$ cat src/rtl/if_fetch_queue.sv
// if_fetch_queue: instruction fetch front end with a credit-limited request
// generator, an in-order grant-address tag FIFO and a DEPTH-entry instruction
// queue toward ID. Redirects flush the queue and discard in-flight responses.
//
// Optional feature: define IF_BYPASS_EN to let a response that meets an empty
// queue and a ready ID stage go straight to if_* without being queued.
//
// Ports:
//   clk, rst_n            clock, asynchronous active-low reset
//   br_valid, br_target   redirect request and target PC from EX
//   mem_req, mem_addr     fetch request and address (addr 0 when idle)
//   mem_gnt               request accepted this cycle
//   mem_rvalid, mem_rdata in-order fetch response
//   if_valid, if_inst,    queue head toward ID (inst/pc 0 when not valid)
//   if_pc
//   id_ready              ID consumes the head this cycle
//   fq_count              number of valid queue entries
module if_fetch_queue #(
    parameter int unsigned       ADDR_W   = 32,
    parameter int unsigned       INST_W   = 32,
    parameter int unsigned       DEPTH    = 4,
    parameter logic [ADDR_W-1:0] RESET_PC = '0
) (
    input  logic                     clk,
    input  logic                     rst_n,
    input  logic                     br_valid,
    input  logic [ADDR_W-1:0]        br_target,
    output logic                     mem_req,
    output logic [ADDR_W-1:0]        mem_addr,
    input  logic                     mem_gnt,
    input  logic                     mem_rvalid,
    input  logic [INST_W-1:0]        mem_rdata,
    output logic                     if_valid,
    output logic [INST_W-1:0]        if_inst,
    output logic [ADDR_W-1:0]        if_pc,
    input  logic                     id_ready,
    output logic [$clog2(DEPTH):0]   fq_count
);

    localparam int unsigned PTR_W = $clog2(DEPTH);
    localparam int unsigned CNT_W = PTR_W + 1;
    localparam logic [CNT_W:0] DEPTH_L = (CNT_W+1)'(DEPTH);

    localparam logic [1:0] ST_BOOT  = 2'd0;
    localparam logic [1:0] ST_RUN   = 2'd1;
    localparam logic [1:0] ST_DRAIN = 2'd2;

    logic [1:0]        r_state;
    logic [1:0]        w_state_nxt;
    logic [ADDR_W-1:0] r_pc;
    logic [CNT_W-1:0]  r_outst;
    logic [CNT_W-1:0]  r_drop;
    logic [CNT_W-1:0]  w_drop_nxt;
    logic [CNT_W-1:0]  r_q_wptr;
    logic [CNT_W-1:0]  r_q_rptr;
    logic [CNT_W-1:0]  r_t_wptr;
    logic [CNT_W-1:0]  r_t_rptr;
    logic [INST_W-1:0] r_q_inst [DEPTH];
    logic [ADDR_W-1:0] r_q_pc   [DEPTH];
    logic [ADDR_W-1:0] r_t_pc   [DEPTH];

    logic [CNT_W-1:0]  w_count;
    logic              w_q_empty;
    logic              w_credit_ok;
    logic              w_req;
    logic              w_grant;
    logic              w_resp;
    logic              w_resp_keep;
    logic              w_bypass;
    logic              w_head_valid;
    logic              w_push;
    logic              w_pop;
    logic [ADDR_W-1:0] w_tag_pc;

    // Occupancy and request credit: outstanding requests reserve queue slots.
    assign w_count     = r_q_wptr - r_q_rptr;
    assign w_q_empty   = (w_count == '0);
    assign w_credit_ok = ((CNT_W+1)'(r_outst) + (CNT_W+1)'(w_count)) < DEPTH_L;
    assign w_req       = (r_state == ST_RUN) && !br_valid && w_credit_ok;
    assign w_grant     = w_req && mem_gnt;

    // A response with nothing outstanding is illegal and ignored entirely.
    assign w_resp      = mem_rvalid && (r_outst != '0);
    assign w_resp_keep = w_resp && (r_drop == '0) && !br_valid && (r_state == ST_RUN);
    assign w_tag_pc    = r_t_pc[r_t_rptr[PTR_W-1:0]];

`ifdef IF_BYPASS_EN
    assign w_bypass = w_resp_keep && w_q_empty && id_ready;
`else
    assign w_bypass = 1'b0;
`endif

    assign w_head_valid = !w_q_empty && !br_valid;
    assign w_pop        = w_head_valid && id_ready;
    assign w_push       = w_resp_keep && !w_bypass;

    assign mem_req  = w_req;
    assign mem_addr = w_req ? r_pc : '0;
    assign if_valid = w_head_valid || w_bypass;
    assign if_inst  = w_bypass     ? mem_rdata :
                      w_head_valid ? r_q_inst[r_q_rptr[PTR_W-1:0]] : '0;
    assign if_pc    = w_bypass     ? w_tag_pc :
                      w_head_valid ? r_q_pc[r_q_rptr[PTR_W-1:0]] : '0;
    assign fq_count = w_count;

    // Responses still owed to discarded requests after a redirect.
    always_comb begin
        w_drop_nxt = r_drop;
        if (br_valid) begin
            w_drop_nxt = r_outst - CNT_W'(w_resp);
        end else if (w_resp && (r_drop != '0)) begin
            w_drop_nxt = r_drop - CNT_W'(1);
        end
    end

    // Next-state logic.
    always_comb begin
        w_state_nxt = r_state;
        case (r_state)
            ST_BOOT:  w_state_nxt = ST_RUN;
            ST_RUN:   if (br_valid && (w_drop_nxt != '0)) w_state_nxt = ST_DRAIN;
            ST_DRAIN: if (w_drop_nxt == '0) w_state_nxt = ST_RUN;
            default:  w_state_nxt = ST_BOOT;
        endcase
    end

    // State, PC, credit and pointer registers.
    always_ff @(posedge clk or negedge rst_n) begin
        if (!rst_n) begin
            r_state  <= ST_BOOT;
            r_pc     <= RESET_PC;
            r_outst  <= '0;
            r_drop   <= '0;
            r_q_wptr <= '0;
            r_q_rptr <= '0;
            r_t_wptr <= '0;
            r_t_rptr <= '0;
        end else begin
            r_state <= w_state_nxt;
            r_drop  <= w_drop_nxt;
            if (br_valid) begin
                r_pc <= br_target;
            end else if (w_grant) begin
                r_pc <= r_pc + ADDR_W'(4);
            end
            r_outst <= r_outst + CNT_W'(w_grant) - CNT_W'(w_resp);
            if (br_valid) begin
                r_q_rptr <= r_q_wptr;
                r_t_rptr <= r_t_wptr;
            end else begin
                if (w_push)  r_q_wptr <= r_q_wptr + CNT_W'(1);
                if (w_pop)   r_q_rptr <= r_q_rptr + CNT_W'(1);
                if (w_grant) r_t_wptr <= r_t_wptr + CNT_W'(1);
                // Tags of kept responses retire in order; dropped ones were flushed.
                if (w_resp && (r_drop == '0)) r_t_rptr <= r_t_rptr + CNT_W'(1);
            end
        end
    end

    // Queue and tag storage; validity is tracked by the pointers only.
    always_ff @(posedge clk) begin
        if (w_push) begin
            r_q_inst[r_q_wptr[PTR_W-1:0]] <= mem_rdata;
            r_q_pc[r_q_wptr[PTR_W-1:0]]   <= w_tag_pc;
        end
        if (w_grant) begin
            r_t_pc[r_t_wptr[PTR_W-1:0]] <= r_pc;
        end
    end

endmodule

$ cat config.mk
export PLATFORM = sky130hd
export DESIGN_NAME = if_fetch_queue
export DESIGN_NICKNAME = d
export VERILOG_FILES = /design/src/rtl/if_fetch_queue.sv
export SDC_FILE = /design/constraint.sdc
export NUM_CORES = 1
export LEC_CHECK = 0
export ABC_CLOCK_PERIOD_IN_PS = 4600
export BUFFER_PORTS_ARGS = -buffer_cell sky130_fd_sc_hd__buf_4
export CORE_MARGIN = 2
export CORE_UTILIZATION = 50
export DETAILED_ROUTE_END_ITERATION = 7
export PLACE_DENSITY = 0.66
export SLEW_MARGIN = 20
export SYNTH_ARGS = -nofsm -noshare
export SYNTH_HDL_FRONTEND = slang
export SYNTH_SLANG_ARGS = --single-unit
$ cat constraint.sdc
create_clock -name clk -period 4.6 [get_ports clk]
set_input_delay 0.23 -clock clk [delete_from_list [all_inputs] [get_ports clk]]
set_output_delay 0.23 -clock clk [all_outputs]
set_load 0.01 [all_outputs]
# Word level (Yosys, flattened, before mapping)
# Memory sizes are Yosys's and may differ from the RTL's.
# Index checks and enable logic that the tools add are counted.
[totals] input_bits=70 out_inout_bits=101 regBits=52 mem_count=3 ram_bits=384 word_cells=72
[memory_table] memory="r_q_inst" depth=4 width=32 read_ports=1 rd_ports_with_merged_regs=0 wr=1 line="58" text="logic [INST_W-1:0] r_q_inst [DEPTH];"
[memory_table] memory="r_q_pc" depth=4 width=32 read_ports=1 rd_ports_with_merged_regs=0 wr=1 line="59" text="logic [ADDR_W-1:0] r_q_pc [DEPTH];"
[memory_table] memory="r_t_pc" depth=4 width=32 read_ports=1 rd_ports_with_merged_regs=0 wr=1 line="60" text="logic [ADDR_W-1:0] r_t_pc [DEPTH];"
[op_classes] eq_ne=4 bitwise_logic=1 muxes=18 magnitude_cmp=1 add_sub_neg=11 n_reduce_logical=26
[ops] operator="$mux 32" n=5
[ops] operator="$add 32x3->32 const B" n=1
[ops] operator="$mux 3" n=6
[ops] operator="$add 3x1->3 const B" n=4
[ops] operator="$logic_and 1x1->1" n=11
[ops] operator="$logic_not 3->1" n=3
[ops] operator="$reduce_bool 3->1" n=3
[ops] operator="$pmux 2 s3" n=1
[ops] operator="$reduce_and 2->1" n=3
[ops] operator="$reduce_bool 2->1" n=3
[ops] operator="$sub 3x1->3" n=2
[ops] operator="$add 3x3->4" n=1
[ops] operator="$lt 4x3->1 const B" n=1
[ops] operator="$mux 1" n=4
[ops] operator="$mux 2" n=2
[ops] operator="$add 3x1->3" n=1
[ops] operator="$sub 3x1->3 const B" n=1
[ops] operator="$sub 3x3->3" n=1
[ops] operator="$eq 2x1->1 const B" n=1
[ops] operator="$eq 2x2->1 const B" n=1
[ops] operator="$logic_not 1->1" n=2
[ops] operator="$logic_not 2->1" n=1
[ops] operator="$ne 2x1->1 const B" n=1
[ops] operator="$ne 2x2->1 const B" n=1
[ops] operator="$not 1->1" n=1

# Longest topological paths before layout
# Gate-level depths: netlist (run 1).
[depth] word_depth=9 mapped_depth=17 depth_no_buf=15

# Worst setup path after synthesis (run 1)
# No wires, ideal clock.
[synth_timing] path_type="reg-to-reg" startpoint="register r_q_rptr[1]" endpoint="memory r_t_pc[0][0] (enable)" arrival_time_ps=3930 period_less_slack_ps=4322 setup_ps=392 n_path_buf=4 t_required_ps=4208 slack_ps=278 path_stages_with_launch=13 cell_sequence="dfrtp_1 -> clkbuf_1 -> clkbuf_1 -> inv_1 -> fa_1 -> xor2_1 -> xnor2_1 -> ha_1 -> nor3_1 -> and4_1 -> buf_2 -> buf_2 -> and2_1"
[synth_via] elab_chain_cells=7
[synth_rtl] item="start: declaration" line="55" text="logic [CNT_W-1:0] r_q_rptr;"
[synth_rtl] item="start signal: assignment" line="148" text="r_q_rptr <= r_q_wptr;"
[synth_rtl] item="start signal: assignment" line="152" text="if (w_pop) r_q_rptr <= r_q_rptr + CNT_W'(1);"
[synth_rtl] item="$sub 3x3->3" line="76" text="assign w_count = r_q_wptr - r_q_rptr;"
[synth_rtl] item="named net fq_count[2]" line="37" text="output logic [$clog2(DEPTH):0] fq_count"
[synth_rtl] item="$add 3x3->4" line="78" text="assign w_credit_ok = ((CNT_W+1)'(r_outst) + (CNT_W+1)'(w_count)) < DEPTH_L;"
[synth_rtl] item="$lt 4x3->1" line="78"
[synth_rtl] item="$logic_and 1x1->1" line="79" text="assign w_req = (r_state == ST_RUN) && !br_valid && w_credit_ok;"
[synth_rtl] item="$logic_and 1x1->1" line="80" text="assign w_grant = w_req && mem_gnt;"
[synth_rtl] item="$mux 1" line="166" text="if (w_grant) begin"
[synth_rtl] item="$mux 1 (not written as such)" line="167" text="r_t_pc[r_t_wptr[PTR_W-1:0]] <= r_pc;"
[synth_rtl] item="end: declaration" line="60"
# The timed path passes the listed nets, and every way through them passes these cells.

# Worst setup path after layout (run 1)
[layout_timing] startpoint="register r_q_wptr[0]" endpoint="output port mem_addr[31]"
[layout_via] elab_chain_cells=5
[layout_rtl] item="start: declaration" line="54" text="logic [CNT_W-1:0] r_q_wptr;"
[layout_rtl] item="start signal: assignment" line="151" text="if (w_push) r_q_wptr <= r_q_wptr + CNT_W'(1);"
[layout_rtl] item="$sub 3x3->3" line="76"
[layout_rtl] item="$add 3x3->4" line="78"
[layout_rtl] item="$lt 4x3->1" line="78"
[layout_rtl] item="$logic_and 1x1->1" line="79"
[layout_rtl] item="$mux 32" line="98" text="assign mem_addr = w_req ? r_pc : '0;"
[layout_rtl] item="end: declaration" line="29" text="output logic [ADDR_W-1:0] mem_addr,"
# Every way passes these cells.

==> results by group, run 1 <==
Worst setup path
  – CP endpoint kind: primary output
  – Critical Path Start Type: flop
  – WS Path Type: reg2out
  – CP arrival: 3.39 ns
  – Max FO, Critical Path: 33
  – Critical Path RT: 4.37 ns

Clock tree
  – CTS tree: done
  – Worst-path clk slew: 0.06 ns
  – Worst-skew pair later-pin latency: 0.52 ns
  – Post-CTS Setup Bufs: 0
  – H-Tree Depth: 2
  – TritonCTS Buffers: 44
  – Gates resized, CTS repair: 0
  – Clock sink count: 434
  – Clk buf depth: 3
  – Root Driver: clkbuf_16

Finish
  – Layout area overhead: 21.9%
  – # diodes: 0
  – Fin util: 0.617
  – Finished Cell Area: 21300 µm²
  – Fin nets: 1279
  – Share of cells above drive strength 1: 0.307
  – Final Non-Filler Cells: 1675

Pwr
  – Psw: 3.30 mW
  – Switching Fraction: 0.284
  – Seq pwr share: 0.423
  – Clock share of power: 0.290
  – Worst VDD drop: 362 µV
  – Static Leak: 7.53 nW
  – PD cells: 546 nW/µm²
  – Logic pwr share: 0.286
  – Pwr Total: 11.6 mW
  – Internal: 8.34 mW

Die
  – # IOs: 171
  – Die area: 36500 µm²
  – DIE HEIGHT: 191 µm
  – Core area: 34500 µm²
  – Initial Util: 0.506
  – Die X: 191 µm
  – Row count: 68

Global routing
  – First-pass GRT wire length: 53100 µm
  – Initial antenna violation count: 0
  – Total track usage: 0.190
  – Largest net degree at the start of global routing: 63
  – Vias in the first global route: 9478
  – GR Overflow Total: 0

STA
  – Clock skew: 0.0142 ns
  – Hold Slack: 0.0372 ns
  – Period utilization: 0.787
  – Final hold viol count: 0
  – RSZ-0062 raised after global routing: no
  – Max-slew headroom: 0.397
  – Final setup margin: 0.979 ns
  – Fin Setup TNS: 0 ns
  – Highest Clock Rate: 276 MHz
  – Final min period: 3.62 ns
  – Fin. max-slew vios: 0
  – Final setup fails: 0
  – Worst Max-Slew Pin Slew: 0.905 ns

Detailed routing
  – DR pass1 iterations: 5
  – Vias: 9159
  – Final routed DRC violation total: 0
  – Final WL: 33800 µm
  – DR iter-0 viols: 607
  – Via density: 5.47
  – Antenna viol nets, final: 0
  – WL per Instance: 20.2 µm

Synthesis
  – Compound-gate portion of the synthesized area: 0.0282
  – Synth Area in Simple Gates: 0.0722
  – Asr flop ratio synth: 0.115
  – Post-synth EDFFs: 384
  – Syn Area/Cell: 18.7 µm²
  – Post-Syn Area: 17500 µm²
  – Mux contribution to synthesized area: 0.127
  – Synthesis-stage register bit count: 434
  – Warnings from Yosys: 0
  – Register area share after synthesis: 0.731
  – Leading register cell type out of synthesis: edfxtp_1
  – Synth Instances: 937
  – Xor and xnor area share after synthesis: 0.0100
  – Syn Nets: 1028
  – Adder-cell share of the synthesized area: 0.0159
  – Unique cell type count in the Yosys netlist: 55
  – Largest family of logic cells by synthesized area: multiplexers

Placement
  – Worst slack at placement: 0.984 ns
  – Gpl congestion: 0.758
  – Port Buffers: 170
  – Placed Instance Area: 19300 µm²
  – Dpl hpwl: 20600 µm
  – # placed instances: 1536

Flow run
  – Number of max-cap violations: 0

Min path
  – Hold Crit Class: in2reg

Outcome
  – Status: finished clean
==> worst paths after layout <==
path | slack (ns) | depth (start not counted) | end | from
worst min register to register | 0.52 | 1 | r_q_wptr[2] | r_q_wptr[2]
worst max register to register | 1.00 | 16 | r_outst[2] | r_q_wptr[0]
min in group asynchronous | 0.29 | 2 | r_pc[22] | rst_n
worst max-delay path | 0.98 | 13 | mem_addr[31] | r_q_wptr[0]
worst min-delay path | 0.04 | 4 | r_pc[24] | br_target[24]
max in group asynchronous | 3.80 | 2 | r_q_rptr[0] | rst_n
==> repair_timing <==
item                                    in CTS  in global routing
hold endpoints to repair                   206                  0
hold buffers                                61                  0
endpoints found under the setup margin       0                  0
==> cells in the final DEF, fill, tap and decap left out, types with 7 or more instances in the layout <==
master,instances
and2_1,37
buf_4,192
clkbuf_16,45
clkinv_1,9
clkinv_2,7
dfrtp_1,47
dlygate4sd3_1,61
edfxtp_1,384
ha_1,19
inv_1,18
mux4_2,96
nand2_1,49
nand3_1,9
nand4_1,12
nor2_1,15
nor2b_1,65
nor3_1,7
o211ai_1,7
o21ai_0,25
xnor2_1,7
xor2_1,13
==> cells by family (layout without fill, tap and decap cells) <==
logic type / Yosys count / in the layout
flops: 434 / 434
buf+inv: 68 / 351
compound gates: 72 / 72
fa+ha+maj: 21 / 21
simple gates: 220 / 220
xor+xnor: 20 / 20
mux: 102 / 102
==> cells in the mapped netlist, drive strengths merged, types with 12 or more instances <==
| cell type | n | area share |
|---|---|---|
| dfrtp | 50 | 0.072 |
| ha | 19 | 0.014 |
| buf | 23 | 0.0063 |
| edfxtp | 384 | 0.66 |
| xor2 | 13 | 0.0065 |
| clkbuf | 25 | 0.0054 |
| inv | 20 | 0.0043 |
| mux4 | 96 | 0.12 |
| o21ai | 26 | 0.0074 |
| and2 | 41 | 0.015 |
| nand4 | 12 | 0.0043 |
| nor2 | 15 | 0.0032 |
| nor2b | 65 | 0.023 |
| nand2 | 49 | 0.011 |
==> power by group through the flow <==
| stage | Sequential (mW) | Combinational [mW] | Clock [mW] |
|---|---|---|---|
| 2_1_floorplan | 4.88 | 2.18 | 0 |
| 4_1_cts | 4.93 | 3.42 | 3.45 |
| 3_5_place_dp | 5.01 | 3.37 | 0 |
| 5_1_grt | 4.96 | 3.67 | 3.61 |
| 3_3_place_gp | 5.00 | 3.34 | 0 |
| 6_report | 4.93 | 3.33 | 3.38 |
==> cell type report <==
cell class	count	area [µm²]
fillers	2508	13200
flip-flops and latches	434	12800
multi-input cells	435	4460
repair buffers	253	2050
clock buffers	51	1160
well taps	455	569
clock inverters	27	225
inverters	20	75.1
==> flip-flops by register name, indices dropped and copies added, names as in the netlist <==
name / flops
r_drop: 3
r_outst: 3
r_pc: 32
r_q_inst: 128
r_q_pc: 128
r_q_rptr: 3
r_q_wptr: 3
r_state: 2
r_t_pc: 128
r_t_rptr: 2
r_t_wptr: 2
==> critical path, stage by stage, from the launching register on <==
cell,delay [ns]
dfrtp_1,0.41
inv_1,0.15
ha_1,0.17
inv_1,0.05
fa_1,0.37
xor2_1,0.16
xnor2_1,0.13
buf_4,0.16
ha_1,0.27
nor3_1,0.20
and3_1,0.18
buf_4,0.27
and2_1,0.22
buf_4,0.13
==> layer usage <==
| metal | vias to the layer above | global-route usage | part of all wire |
|---|---|---|---|
| met5 | - | 0 | 0 |
| met4 | 0 | 0.0414 | 0.015 |
| met3 | 41 | 0.0288 | 0.048 |
| met2 | 268 | 0.310 | 0.48 |
| met1 | 4656 | 0.273 | 0.46 |
| li1 | 4194 | - | - |
No activity file was read; power rests on OpenSTA's default activity.
==> run 2: changes to the inputs <==
- ABC_CLOCK_PERIOD_IN_PS: 4600 -> 3500
- clock period: 4.6 -> 3.5 ns (I/O delays scaled with it)
==> results by group, run 2 (same netlist as run 1, synthesis figures left out) <==
Worst setup path
  – Critical Path RT: 3.32 ns (was 4.37 ns)
  – CP arrival: 3.14 ns (was 3.39 ns)
  – RR Startpoint: r_q_wptr[0] (unchanged)
  – Critical Path Start Type: flop (unchanged)
  – Worst setup path startpoint: r_q_wptr[0] (unchanged)
  – CP endpoint kind: primary output (unchanged)
  – WS Path Type: reg2out (unchanged)
  – Max FO, Critical Path: 4 (was 33)

Pwr
  – Static Leak: 7.57 nW (was 7.53 nW)
  – Switching Fraction: 0.287 (was 0.284)
  – Clock share of power: 0.279 (was 0.290)
  – PD cells: 711 nW/µm² (was 546 nW/µm²)
  – Psw: 4.38 mW (was 3.30 mW)
  – Seq pwr share: 0.428 (was 0.423)
  – Internal: 10.9 mW (was 8.34 mW)
  – Pwr Total: 15.3 mW (was 11.6 mW)
  – Worst VDD drop: 552 µV (was 362 µV)
  – Logic pwr share: 0.293 (was 0.286)

Clock tree
  – Worst-skew pair later-pin latency: 0.53 ns (was 0.52 ns)
  – Clk buf depth: 3 (unchanged)
  – TritonCTS Buffers: 44 (unchanged)
  – Clock sink count: 434 (unchanged)
  – H-Tree Depth: 2 (unchanged)
  – Root Driver: clkbuf_16 (unchanged)
  – CTS tree: done (unchanged)
  – Worst-path clk slew: 0.06 ns (about the same)

Detailed routing
  – Final routed DRC violation total: 0 (unchanged)
  – Vias: 9327 (was 9159)
  – Via density: 5.54 (was 5.47)
  – DR pass1 iterations: 5 (unchanged)
  – Final WL: 34900 µm (was 33800 µm)
  – WL per Instance: 20.8 µm (was 20.2 µm)
  – DR iter-0 viols: 562 (was 607)
  – Antenna viol nets, final: 0 (unchanged)

Die
  – Die X: 191 µm (unchanged)
  – # IOs: 171 (unchanged)
  – Row count: 68 (unchanged)
  – Initial Util: 0.506 (unchanged)
  – Core area: 34500 µm² (unchanged)
  – Die area: 36500 µm² (unchanged)
  – DIE HEIGHT: 191 µm (unchanged)

Global routing
  – GR Overflow Total: 0 (unchanged)
  – Vias in the first global route: 9589 (was 9478)
  – Largest net degree at the start of global routing: 67 (was 63)
  – Initial antenna violation count: 0 (unchanged)
  – First-pass GRT wire length: 54900 µm (was 53100 µm)
  – Total track usage: 0.197 (was 0.190)

Flow run
  – Number of max-cap violations: 0 (unchanged)

Placement
  – Gpl congestion: 0.788 (was 0.758)
  – Dpl hpwl: 21000 µm (was 20600 µm)
  – # placed instances: 1539 (was 1536)
  – Port Buffers: 170 (unchanged)
  – Placed Instance Area: 19500 µm² (was 19300 µm²)
  – Worst slack at placement: 0.174 ns (was 0.984 ns)

STA
  – Worst Max-Slew Pin Slew: 1.02 ns (was 0.905 ns)
  – Final min period: 3.31 ns
  – Clock skew: 0.0192 ns (was 0.0142 ns)
  – Max-slew headroom: 0.321 (was 0.397)
  – Period utilization: 0.946
  – Final setup margin: 0.189 ns (was 0.979 ns)
  – Final hold viol count: 0 (unchanged)
  – Fin. max-slew vios: 0 (unchanged)
  – Highest Clock Rate: 302 MHz
  – Fin Setup TNS: 0 ns (unchanged)
  – Final setup fails: 0 (unchanged)
  – Hold Slack: 0.139 ns (was 0.0372 ns)

Finish
  – Share of cells above drive strength 1: 0.313 (was 0.307)
  – Commonest non-fill, non-tap cell in the layout: edfxtp_1 (unchanged)
  – # diodes: 0 (unchanged)
  – FILL cells: 2511 (was 2508)
  – Fin nets: 1287 (was 1279)
  – Layout area overhead: 22.8% (was 21.9%)
  – Most frequent cells in the layout: edfxtp_1, buf_4, mux4_2, nor2b_1, dlygate4sd3_1 (unchanged)
  – Fin util: 0.622 (was 0.617)
  – Finished Cell Area: 21500 µm² (was 21300 µm²)
  – Final Non-Filler Cells: 1683 (was 1675)

Min path
  – Min-delay src: id_ready (was br_target[24])
  – Hold Crit Class: in2reg (unchanged)

Outcome
  – Status: finished clean (unchanged)
-- run 2: final cells by class --
cell class | count | area [µm²] | share of cell area
clock buffer | 55 | 1170 | 0.0546
clock inverter | 23 | 131 | 0.00612
inverter | 20 | 75.1 | 0.00349
multi-input combinational | 435 | 4490 | 0.209
sequential | 434 | 12800 | 0.595
tap | 455 | 569 | 0.0265
timing repair buffer | 261 | 2250 | 0.105
-- run 2: final timing paths --
| kind | end | slack (ns) | depth (start not counted) |
|---|---|---|---|
| max | mem_addr[20] | 0.19 | 12 |
| min | r_q_rptr[2] | 0.14 | 4 |
| max reg2reg | r_outst[1] | 0.22 | 14 |
| min reg2reg | r_t_pc[3][0] | 0.55 | 0 |
| max in group asynchronous | r_q_rptr[1] | 2.73 | 2 |
| min in group asynchronous | r_pc[22] | 0.25 | 2 |
-- run 2: layer usage --
layer,vias up,part of all wire,global-route usage,wire length (µm)
met5,-,0,0,0
met4,0,0.016,0.0482,545
met3,44,0.057,0.0351,1980
met2,284,0.49,0.327,17000
met1,4782,0.44,0.276,15400
li1,4217,-,-,-
-- run 2: worst max-delay path: stages (launching register included) --
cell     delay, ns
dfrtp_1       0.42
inv_2         0.10
ha_1          0.16
inv_1         0.06
fa_2          0.37
xor2_2        0.17
xnor2_2       0.15
ha_1          0.29
nor3_1        0.19
and3_4        0.25
buf_4         0.14
and2_1        0.18
buf_4         0.14
-- run 2: power groups by stage --
stage	logic, mW	registers [mW]	clock network, mW
after global placement	4.41	6.64	0
after global routing	4.92	6.59	4.56
final	4.47	6.54	4.26
after floorplan	2.92	6.42	0
after CTS	4.55	6.55	4.35
after detailed placement	4.47	6.65	0
-- run 2: repair_timing --
action,CTS,global route
setup endpoints to repair,29,62
resized for setup,1,4
hold buffers,65,0
hold endpoints to repair,210,0
pin swaps,0,1
setup buffers,0,1
